### src/rtl/uart_rx_cfg_pkg.sv
// Shared definitions for the configurable UART receiver: parity encodings,
// receiver FSM states and the baud-period helper.
package uart_rx_cfg_pkg;

   localparam int PARITY_NONE = 0;
   localparam int PARITY_EVEN = 1;
   localparam int PARITY_ODD  = 2;

   typedef enum logic [2:0] {
      S_IDLE,
      S_START,
      S_DATA,
      S_PAR,
      S_STOP
   } rx_state_t;

   // Clock cycles per serial bit (integer divide).
   function automatic int bit_period(input int clock_freq, input int baud_rate);
      return clock_freq / baud_rate;
   endfunction

endpackage

### src/rtl/uart_rx_cfg_if.sv
// Receiver-side bundle: serial line in, ready/valid word out, error flags.
// master = the receiver, slave = the consumer (CPU-side register block).
interface uart_rx_if #(parameter int DATA_BITS = 8);

   logic                 serial_in;
   logic [DATA_BITS-1:0] data_out;
   logic                 data_out_valid;
   logic                 data_out_ready;
   logic                 frame_err;
   logic                 parity_err;
   logic                 overrun;
   logic                 err_clear;
   logic                 busy;

   modport master (
      input  serial_in, data_out_ready, err_clear,
      output data_out, data_out_valid, frame_err, parity_err, overrun, busy
   );

   modport slave (
      output serial_in, data_out_ready, err_clear,
      input  data_out, data_out_valid, frame_err, parity_err, overrun, busy
   );

endinterface

### src/rtl/uart_rx_cfg_sync.sv
// Multi-stage flop synchroniser for asynchronous inputs; resets to all-ones
// so an idle-high line does not look like a start edge after reset.
module synchronizer #(
   parameter int WIDTH  = 1,
   parameter int STAGES = 2
) (
   input  logic             clk,
   input  logic             rst,
   input  logic [WIDTH-1:0] d,
   output logic [WIDTH-1:0] q
);

   logic [STAGES-1:0][WIDTH-1:0] sync_q;
   logic [STAGES-1:0][WIDTH-1:0] sync_d;

   // Shift the input one stage deeper each cycle.
   always_comb begin
      sync_d = {sync_q[STAGES-2:0], d};
   end

   // Stage registers with synchronous active-low reset to ones.
   always_ff @(posedge clk) begin
      if (!rst) sync_q <= '1;
      else      sync_q <= sync_d;
   end

   assign q = sync_q[STAGES-1];

endmodule

### src/rtl/uart_rx_cfg.sv
// Configurable UART receiver with a one-entry holding register.
//
// state   | meaning
// --------+----------------------------------------------------------
// S_IDLE  | line idle, waiting for rx_s to fall
// S_START | half-bit wait, re-check start bit to reject glitches
// S_DATA  | sample DATA_BITS payload bits, LSB first, one per bit time
// S_PAR   | sample and check the parity bit
// S_STOP  | sample stop bit(s); commit word on the last one
module uart_rx_cfg
   import uart_rx_cfg_pkg::*;
#(
   parameter int CLOCK_FREQ  = 50_000_000,
   parameter int BAUD_RATE   = 115_200,
   parameter int DATA_BITS   = 8,
   parameter int PARITY      = 0,
   parameter int STOP_BITS   = 1,
   parameter int SYNC_STAGES = 2
) (
   input  logic      clk,
   input  logic      rst,
   uart_rx_if.master bus
);

   localparam int BIT_T  = bit_period(CLOCK_FREQ, BAUD_RATE);
   localparam int HALF_T = BIT_T / 2;
   localparam int CNT_W  = $clog2(BIT_T);
   localparam int IDX_W  = $clog2(DATA_BITS + 1);

   localparam logic [CNT_W-1:0] BIT_END  = CNT_W'(BIT_T - 1);
   localparam logic [CNT_W-1:0] HALF_END = CNT_W'(HALF_T - 1);
   localparam logic [IDX_W-1:0] DATA_END = IDX_W'(DATA_BITS - 1);
   localparam logic [IDX_W-1:0] STOP_END = IDX_W'(STOP_BITS - 1);

   logic                 rx_s;
   rx_state_t            state_q, state_d;
   logic [CNT_W-1:0]     cnt_q, cnt_d;
   logic [IDX_W-1:0]     idx_q, idx_d;
   logic [DATA_BITS-1:0] shreg_q, shreg_d;
   logic                 ferr_pend_q, ferr_pend_d;
   logic                 perr_pend_q, perr_pend_d;
   logic [DATA_BITS-1:0] dout_q, dout_d;
   logic                 valid_q, valid_d;
   logic                 ferr_q, ferr_d;
   logic                 perr_q, perr_d;
   logic                 ovr_q, ovr_d;
   logic                 commit;

   synchronizer #(.WIDTH(1), .STAGES(SYNC_STAGES)) u_sync (
      .clk (clk),
      .rst (rst),
      .d   (bus.serial_in),
      .q   (rx_s)
   );

   // Frame sequencing plus holding-register load, drain and overrun tracking.
   always_comb begin
      state_d     = state_q;
      cnt_d       = cnt_q;
      idx_d       = idx_q;
      shreg_d     = shreg_q;
      ferr_pend_d = ferr_pend_q;
      perr_pend_d = perr_pend_q;
      dout_d      = dout_q;
      valid_d     = valid_q;
      ferr_d      = ferr_q;
      perr_d      = perr_q;
      ovr_d       = ovr_q;
      commit      = 1'b0;

      unique case (state_q)
         S_IDLE: begin
            if (!rx_s) begin
               state_d = S_START;
               cnt_d   = '0;
            end
         end
         S_START: begin
            if (cnt_q == HALF_END) begin
               cnt_d = '0;
               if (rx_s) begin
                  state_d = S_IDLE;
               end else begin
                  state_d     = S_DATA;
                  idx_d       = '0;
                  ferr_pend_d = 1'b0;
                  perr_pend_d = 1'b0;
               end
            end else begin
               cnt_d = cnt_q + 1'b1;
            end
         end
         S_DATA: begin
            if (cnt_q == BIT_END) begin
               cnt_d   = '0;
               shreg_d = {rx_s, shreg_q[DATA_BITS-1:1]};
               if (idx_q == DATA_END) begin
                  idx_d   = '0;
                  state_d = (PARITY != PARITY_NONE) ? S_PAR : S_STOP;
               end else begin
                  idx_d = idx_q + 1'b1;
               end
            end else begin
               cnt_d = cnt_q + 1'b1;
            end
         end
         S_PAR: begin
            if (cnt_q == BIT_END) begin
               cnt_d   = '0;
               state_d = S_STOP;
               if (PARITY == PARITY_ODD) perr_pend_d = (rx_s == ^shreg_q);
               else                      perr_pend_d = (rx_s != ^shreg_q);
            end else begin
               cnt_d = cnt_q + 1'b1;
            end
         end
         S_STOP: begin
            if (cnt_q == BIT_END) begin
               cnt_d = '0;
               if (!rx_s) ferr_pend_d = 1'b1;
               if (idx_q == STOP_END) begin
                  idx_d   = '0;
                  state_d = S_IDLE;
                  commit  = 1'b1;
               end else begin
                  idx_d = idx_q + 1'b1;
               end
            end else begin
               cnt_d = cnt_q + 1'b1;
            end
         end
         default: state_d = S_IDLE;
      endcase

      if (valid_q && bus.data_out_ready) valid_d = 1'b0;
      if (bus.err_clear)                 ovr_d   = 1'b0;

      // A new overrun on the same edge as err_clear still leaves overrun set.
      if (commit) begin
         if (!valid_q || bus.data_out_ready) begin
            dout_d  = shreg_q;
            ferr_d  = ferr_pend_q | ~rx_s;
            perr_d  = perr_pend_q;
            valid_d = 1'b1;
         end else begin
            ovr_d = 1'b1;
         end
      end
   end

   // All receiver state, cleared by synchronous active-low reset.
   always_ff @(posedge clk) begin
      if (!rst) begin
         state_q     <= S_IDLE;
         cnt_q       <= '0;
         idx_q       <= '0;
         shreg_q     <= '0;
         ferr_pend_q <= 1'b0;
         perr_pend_q <= 1'b0;
         dout_q      <= '0;
         valid_q     <= 1'b0;
         ferr_q      <= 1'b0;
         perr_q      <= 1'b0;
         ovr_q       <= 1'b0;
      end else begin
         state_q     <= state_d;
         cnt_q       <= cnt_d;
         idx_q       <= idx_d;
         shreg_q     <= shreg_d;
         ferr_pend_q <= ferr_pend_d;
         perr_pend_q <= perr_pend_d;
         dout_q      <= dout_d;
         valid_q     <= valid_d;
         ferr_q      <= ferr_d;
         perr_q      <= perr_d;
         ovr_q       <= ovr_d;
      end
   end

   assign bus.data_out       = dout_q;
   assign bus.data_out_valid = valid_q;
   assign bus.frame_err      = ferr_q;
   assign bus.parity_err     = perr_q;
   assign bus.overrun        = ovr_q;
   assign bus.busy           = (state_q != S_IDLE);

endmodule

### src/flat_wrapper.sv
// flat-port wrapper written by rule: the top's interface ports become plain ports
module uart_rx_cfg_flat import uart_rx_cfg_pkg::*;
#(
   parameter int CLOCK_FREQ  = 50_000_000,
   parameter int BAUD_RATE   = 115_200,
   parameter int DATA_BITS   = 8,
   parameter int PARITY      = 0,
   parameter int STOP_BITS   = 1,
   parameter int SYNC_STAGES = 2
)
  (clk, rst, bus_serial_in, bus_data_out_ready, bus_err_clear, bus_data_out, bus_data_out_valid, bus_frame_err, bus_parity_err, bus_overrun, bus_busy);
  uart_rx_if #(.DATA_BITS(DATA_BITS)) bus_i ();
  input  logic clk;
  input  logic rst;
  input wire logic [$bits(bus_i.serial_in)-1:0] bus_serial_in;
  input wire logic [$bits(bus_i.data_out_ready)-1:0] bus_data_out_ready;
  input wire logic [$bits(bus_i.err_clear)-1:0] bus_err_clear;
  output wire logic [$bits(bus_i.data_out)-1:0] bus_data_out;
  output wire logic [$bits(bus_i.data_out_valid)-1:0] bus_data_out_valid;
  output wire logic [$bits(bus_i.frame_err)-1:0] bus_frame_err;
  output wire logic [$bits(bus_i.parity_err)-1:0] bus_parity_err;
  output wire logic [$bits(bus_i.overrun)-1:0] bus_overrun;
  output wire logic [$bits(bus_i.busy)-1:0] bus_busy;
  assign bus_i.serial_in = bus_serial_in;
  assign bus_i.data_out_ready = bus_data_out_ready;
  assign bus_i.err_clear = bus_err_clear;
  assign bus_data_out = bus_i.data_out;
  assign bus_data_out_valid = bus_i.data_out_valid;
  assign bus_frame_err = bus_i.frame_err;
  assign bus_parity_err = bus_i.parity_err;
  assign bus_overrun = bus_i.overrun;
  assign bus_busy = bus_i.busy;
  uart_rx_cfg #(.CLOCK_FREQ(CLOCK_FREQ), .BAUD_RATE(BAUD_RATE), .DATA_BITS(DATA_BITS), .PARITY(PARITY), .STOP_BITS(STOP_BITS), .SYNC_STAGES(SYNC_STAGES)) u_core (.clk(clk), .rst(rst), .bus(bus_i));
endmodule
### config.mk
export PLATFORM = sky130hd
export DESIGN_NAME = uart_rx_cfg_flat
export DESIGN_NICKNAME = d
export VERILOG_FILES = /design/src/rtl/uart_rx_cfg_pkg.sv /design/src/rtl/uart_rx_cfg_if.sv /design/src/rtl/uart_rx_cfg_sync.sv /design/src/rtl/uart_rx_cfg.sv /design/src/flat_wrapper.sv
export SDC_FILE = /design/constraint.sdc
export NUM_CORES = 1
export LEC_CHECK = 0
export BUFFER_PORTS_ARGS = -buffer_cell sky130_fd_sc_hd__buf_2
export CAP_MARGIN = 40
export CORE_MARGIN = 2
export CORE_UTILIZATION = 40
export CTS_BUF_LIST = sky130_fd_sc_hd__clkbuf_2
export DETAILED_ROUTE_END_ITERATION = 8
export PLACE_DENSITY_LB_ADDON = 0.2
export SLEW_MARGIN = 10
export SYNTH_ARGS = -nofsm -noshare
export SYNTH_HDL_FRONTEND = slang
export SYNTH_HIERARCHICAL = 1
export SYNTH_SLANG_ARGS = --single-unit
### constraint.sdc
create_clock -name clk -period 1.45 [get_ports clk]
set_input_delay 0.145 -clock clk [delete_from_list [all_inputs] [get_ports clk]]
set_output_delay 0.145 -clock clk [all_outputs]
set_load 0.005 [all_outputs]
==> out/results.tsv <==
stage	metric	value	unit
synth	count of flip-flops with a built-in enable after synthesis	0	
final_layout	number of nets in the finished design	307	
power	power density relative to cell area	680	nW/um^2
power	leak pwr	1.26	nW
timing	Final Max Slew Viols	0	
run	count of maximum capacitance violations	0	
drt	DR vias	1832	
setup_path	critical path startpoint	u_core/state_q[2]$_SDFFE_PN0P_	
synth	leading post-synthesis cells by cell area	dfxtp_1, mux2i_1, nor2_1	
synth	number of register bits inferred by synthesis	40	
synth	post-synthesis sequential area ratio	38.9	%
final_layout	Filler Cells Inserted	469	
outcome	violations in the final reports	setup timing	
timing	final critical-path setup slack	-0.203	ns
final_layout	n_diodes	0	
clock_tree	H-tree levels	2	
final_layout	fraction of layout instances using a drive strength above 1	50.7	%
final_layout	final core utilization	59.4	%
clock_tree	Root Buffer	clkbuf_2	
synth	leading cell type by number of instances after synthesis	dfxtp_1	
drt	routed via count divided by cell count	4.98	
final_layout	area growth from synthesis to final layout	45.6	%
timing	post-route minimum period	1.65	ns
setup_path	capturing element of the worst setup path	u_core/idx_q[0]$_SDFFE_PN0P_	
synth	Post-Synthesis Net Count	232	
timing	Setup TNS Final	-3.34	ns
synth	synthesized instance count	222	
floorplan	full die area	5730	sq um
timing	Least-Margin Pin Slew	0.407	ns
placed_design	number of buffers inserted by port buffering	17	
drt	number of violations reported at the end of detailed-routing iteration 0	115	
floorplan	initial core utilization	40.8	%
synth	area share of the largest cell type after synthesis	38.9	%
placed_design	post-DP HPWL	3360	um
floorplan	width of the die	75.7	um
synth	Mean Syn Cell Area	9.27	sq um
drt	remaining design rule violation count	0	
global_route	aggregate global routing overflow	0	
synth	Warnings, synthesis	6	
final_layout	area of the multi-input gates	1380	sq um
synth	primary flip-flop cell chosen by synthesis mapping	dfxtp_1	
clock_tree	CTS tree	done	
setup_path	highest fanout seen on the critical path	6	
global_route	total global-route track usage	17.9	%
drt	length of the first detailed-routing pass in iterations	4	
placed_design	dpl cells	349	
floorplan	Die Y	75.7	um
setup_path	type of element launching the critical path	flip-flop	
drt	WL per Instance	13.5	um
hold_path	worst hold path class	in -> reg	
clock_tree	number of CTS-inserted buffers	5	
setup_path	required arrival time at the worst endpoint	1.79	ns
clock_tree	CTS max path bufs	2	
setup_path	worst reg2reg setup slack	-0.20	ns
drt	final routed wirelength across all metal layers	4980	um
floorplan	std cell rows	26	
setup_path	CP Data Arrival Time	1.99	ns
setup_path	cell breakdown of the critical path	or3b_4 > a21o_1 > nand2_1 > or3b_1 > a21oi_1	
global_route	initial antenna violation count	0	
synth	leading area contributor after synthesis	dfxtp_1	
setup_path	FF-to-FF path depth	5	
clock_tree	Skew-Pair Late Insertion Delay	0.39	ns
synth	number of different library cells in the post-synthesis netlist	55	
synth	Post-synth ARST share	0	%
global_route	vias in the first global route	1677	
timing	final setup skew	0.0243	ns
timing	Period Utilization, post-route	114	%
timing	hold violation count in the final report	0	
timing	number of setup violations in the final report	29	
outcome	outcome	finished, violations left	
clock_tree	TritonCTS Sinks	40	
setup_path	CP Class	reg -> reg	
setup_path	nature of the critical path endpoint	flip-flop	
global_route	global-route wire length before repair	7730	um
placed_design	GP Congestion	0.878	
timing	Worst slew margin	72.8	%
floorplan	top-level port count	18	
global_route	maximum number of pins on one net before global-route repair	22	
clock_tree	clock slew seen by the registers of the worst setup and hold paths	0.21	ns
setup_path	slowest stage cell on the critical path	dfxtp_2	
timing	RSZ-0062 raised after global routing	yes	
final_layout	area taken by flip-flops and latches	826	sq um
setup_path	Reg2Reg Capture Point	u_core/idx_q[0]$_SDFFE_PN0P_	
timing	f_max	605	MHz
floorplan	Core Box Area	5040	sq um
power	worst ir drop on vdd	0.490	mV
drt	number of nets still failing antenna checks after routing	0	
setup_path	highest cell delay on the worst timing path	0.45	ns
setup_path	FF-to-FF Start	u_core/state_q[2]$_SDFFE_PN0P_	
final_layout	fin cells	368	
synth	Synth top cells by count	dfxtp_1, nor2_1, mux2i_1, nand2_1, nor2b_1	
synth	post-synthesis instance area	2060	sq um
==> where the power goes <==
| group | internal [mW] | switching (mW) |
|---|---|---|
| logic | 0.137 | 0.117 |
| registers | 1.11 | 0.0122 |
| clock network | 0.289 | 0.375 |
==> cells by family after synthesis <==
logic type,after synthesis,share of synthesized area [%]
multiplexers,19,9.25
AO/OA/AOI/OAI,39,14.1
AND/OR/NAND/NOR,92,25.4
adder cells (fa/ha/maj),5,3.04
XOR/XNOR,8,4.08
flip-flops,40,38.9
buffers and inverters,19,5.23
==> worst min path at each step <==
stage	slack [ns]	depth (start not counted)	endpoint	start
CTS	0.009	4	u_core/bus.overrun$_SDFF_PN0_	bus_err_clear
finish	0.1	4	u_core/bus.overrun$_SDFF_PN0_	bus_data_out_ready
floorplan	0.22	1	u_core/u_sync/q$_SDFF_PN1_	rst
global route	0.05	4	u_core/bus.overrun$_SDFF_PN0_	bus_data_out_ready
detailed placement	0.34	2	u_core/u_sync/sync_d[1]$_SDFF_PN1_	bus_serial_in
global placement	0.33	2	u_core/u_sync/sync_d[1]$_SDFF_PN1_	bus_serial_in
==> worst max-delay path, delay by kind of cell (launching register included) <==
kind | cells | cell delay (ns)
compound gates | 2 | 0.32
simple gates | 3 | 0.85
flops | 1 | 0.45
==> sequential cells by signal, indices dropped and copies added (netlist names), 3 cells and up <==
register / flops
u_core/cnt_q: 9
u_core/bus.data_out: 8
u_core/shreg_q: 8
u_core/idx_q: 4
u_core/state_q: 3
==> repair_timing <==
action,4_1_cts,5_1_grt
gates resized for setup,32,47
buffers inserted,4,7
endpoints found under the setup margin,36,38
pin swaps,13,25
hold buffers,1,1
gates cloned,1,0
hold endpoints to repair,1,1
==> metal layers <==
layer / wire length [um] / share of wire, % / GRT usage [%]
met1: 2370 / 48 / 25.3
met2: 2360 / 47 / 27.2
met3: 185 / 3.7 / 3.97
met4: 69 / 1.4 / 5.26
met5: 0 / 0 / 0
==> cell usage in the layout (no fill, tap or decap), types with 6 or more instances in the layout <==
master,netlist,layout
buf_4,1,48
dfxtp_1,40,26
nor2_1,25,20
mux2i_1,19,18
buf_2,2,16
nand2_1,15,14
buf_6,4,13
dfxtp_2,0,11
inv_1,8,6
nor2b_1,9,6
==> area by class of cell <==
cell class	count	share of cell area (%)
well taps	70	2.92
clock buffers	5	0.835
clock inverters	3	1.42
inverters	8	1.09
multi-input cells	163	45.9
flip-flops and latches	40	27.6
repair buffers	79	20.3
==> stage by stage <==
stage          total power, mW  hold WS, ns  worst slack, ns  instance area [sq um]
2_1_floorplan             1.25        0.218           -0.125                   2090
3_3_place_gp              1.33        0.331           -0.186                   2560
3_5_place_dp              1.34        0.337           -0.192                   2560
4_1_cts                   2.03      0.00883           -0.168                   2770
5_1_grt                   2.14       0.0465           -0.262                   3000
6_report                  2.04       0.0954           -0.203                   3000
Note: power is estimated with default switching activity, not from simulation.
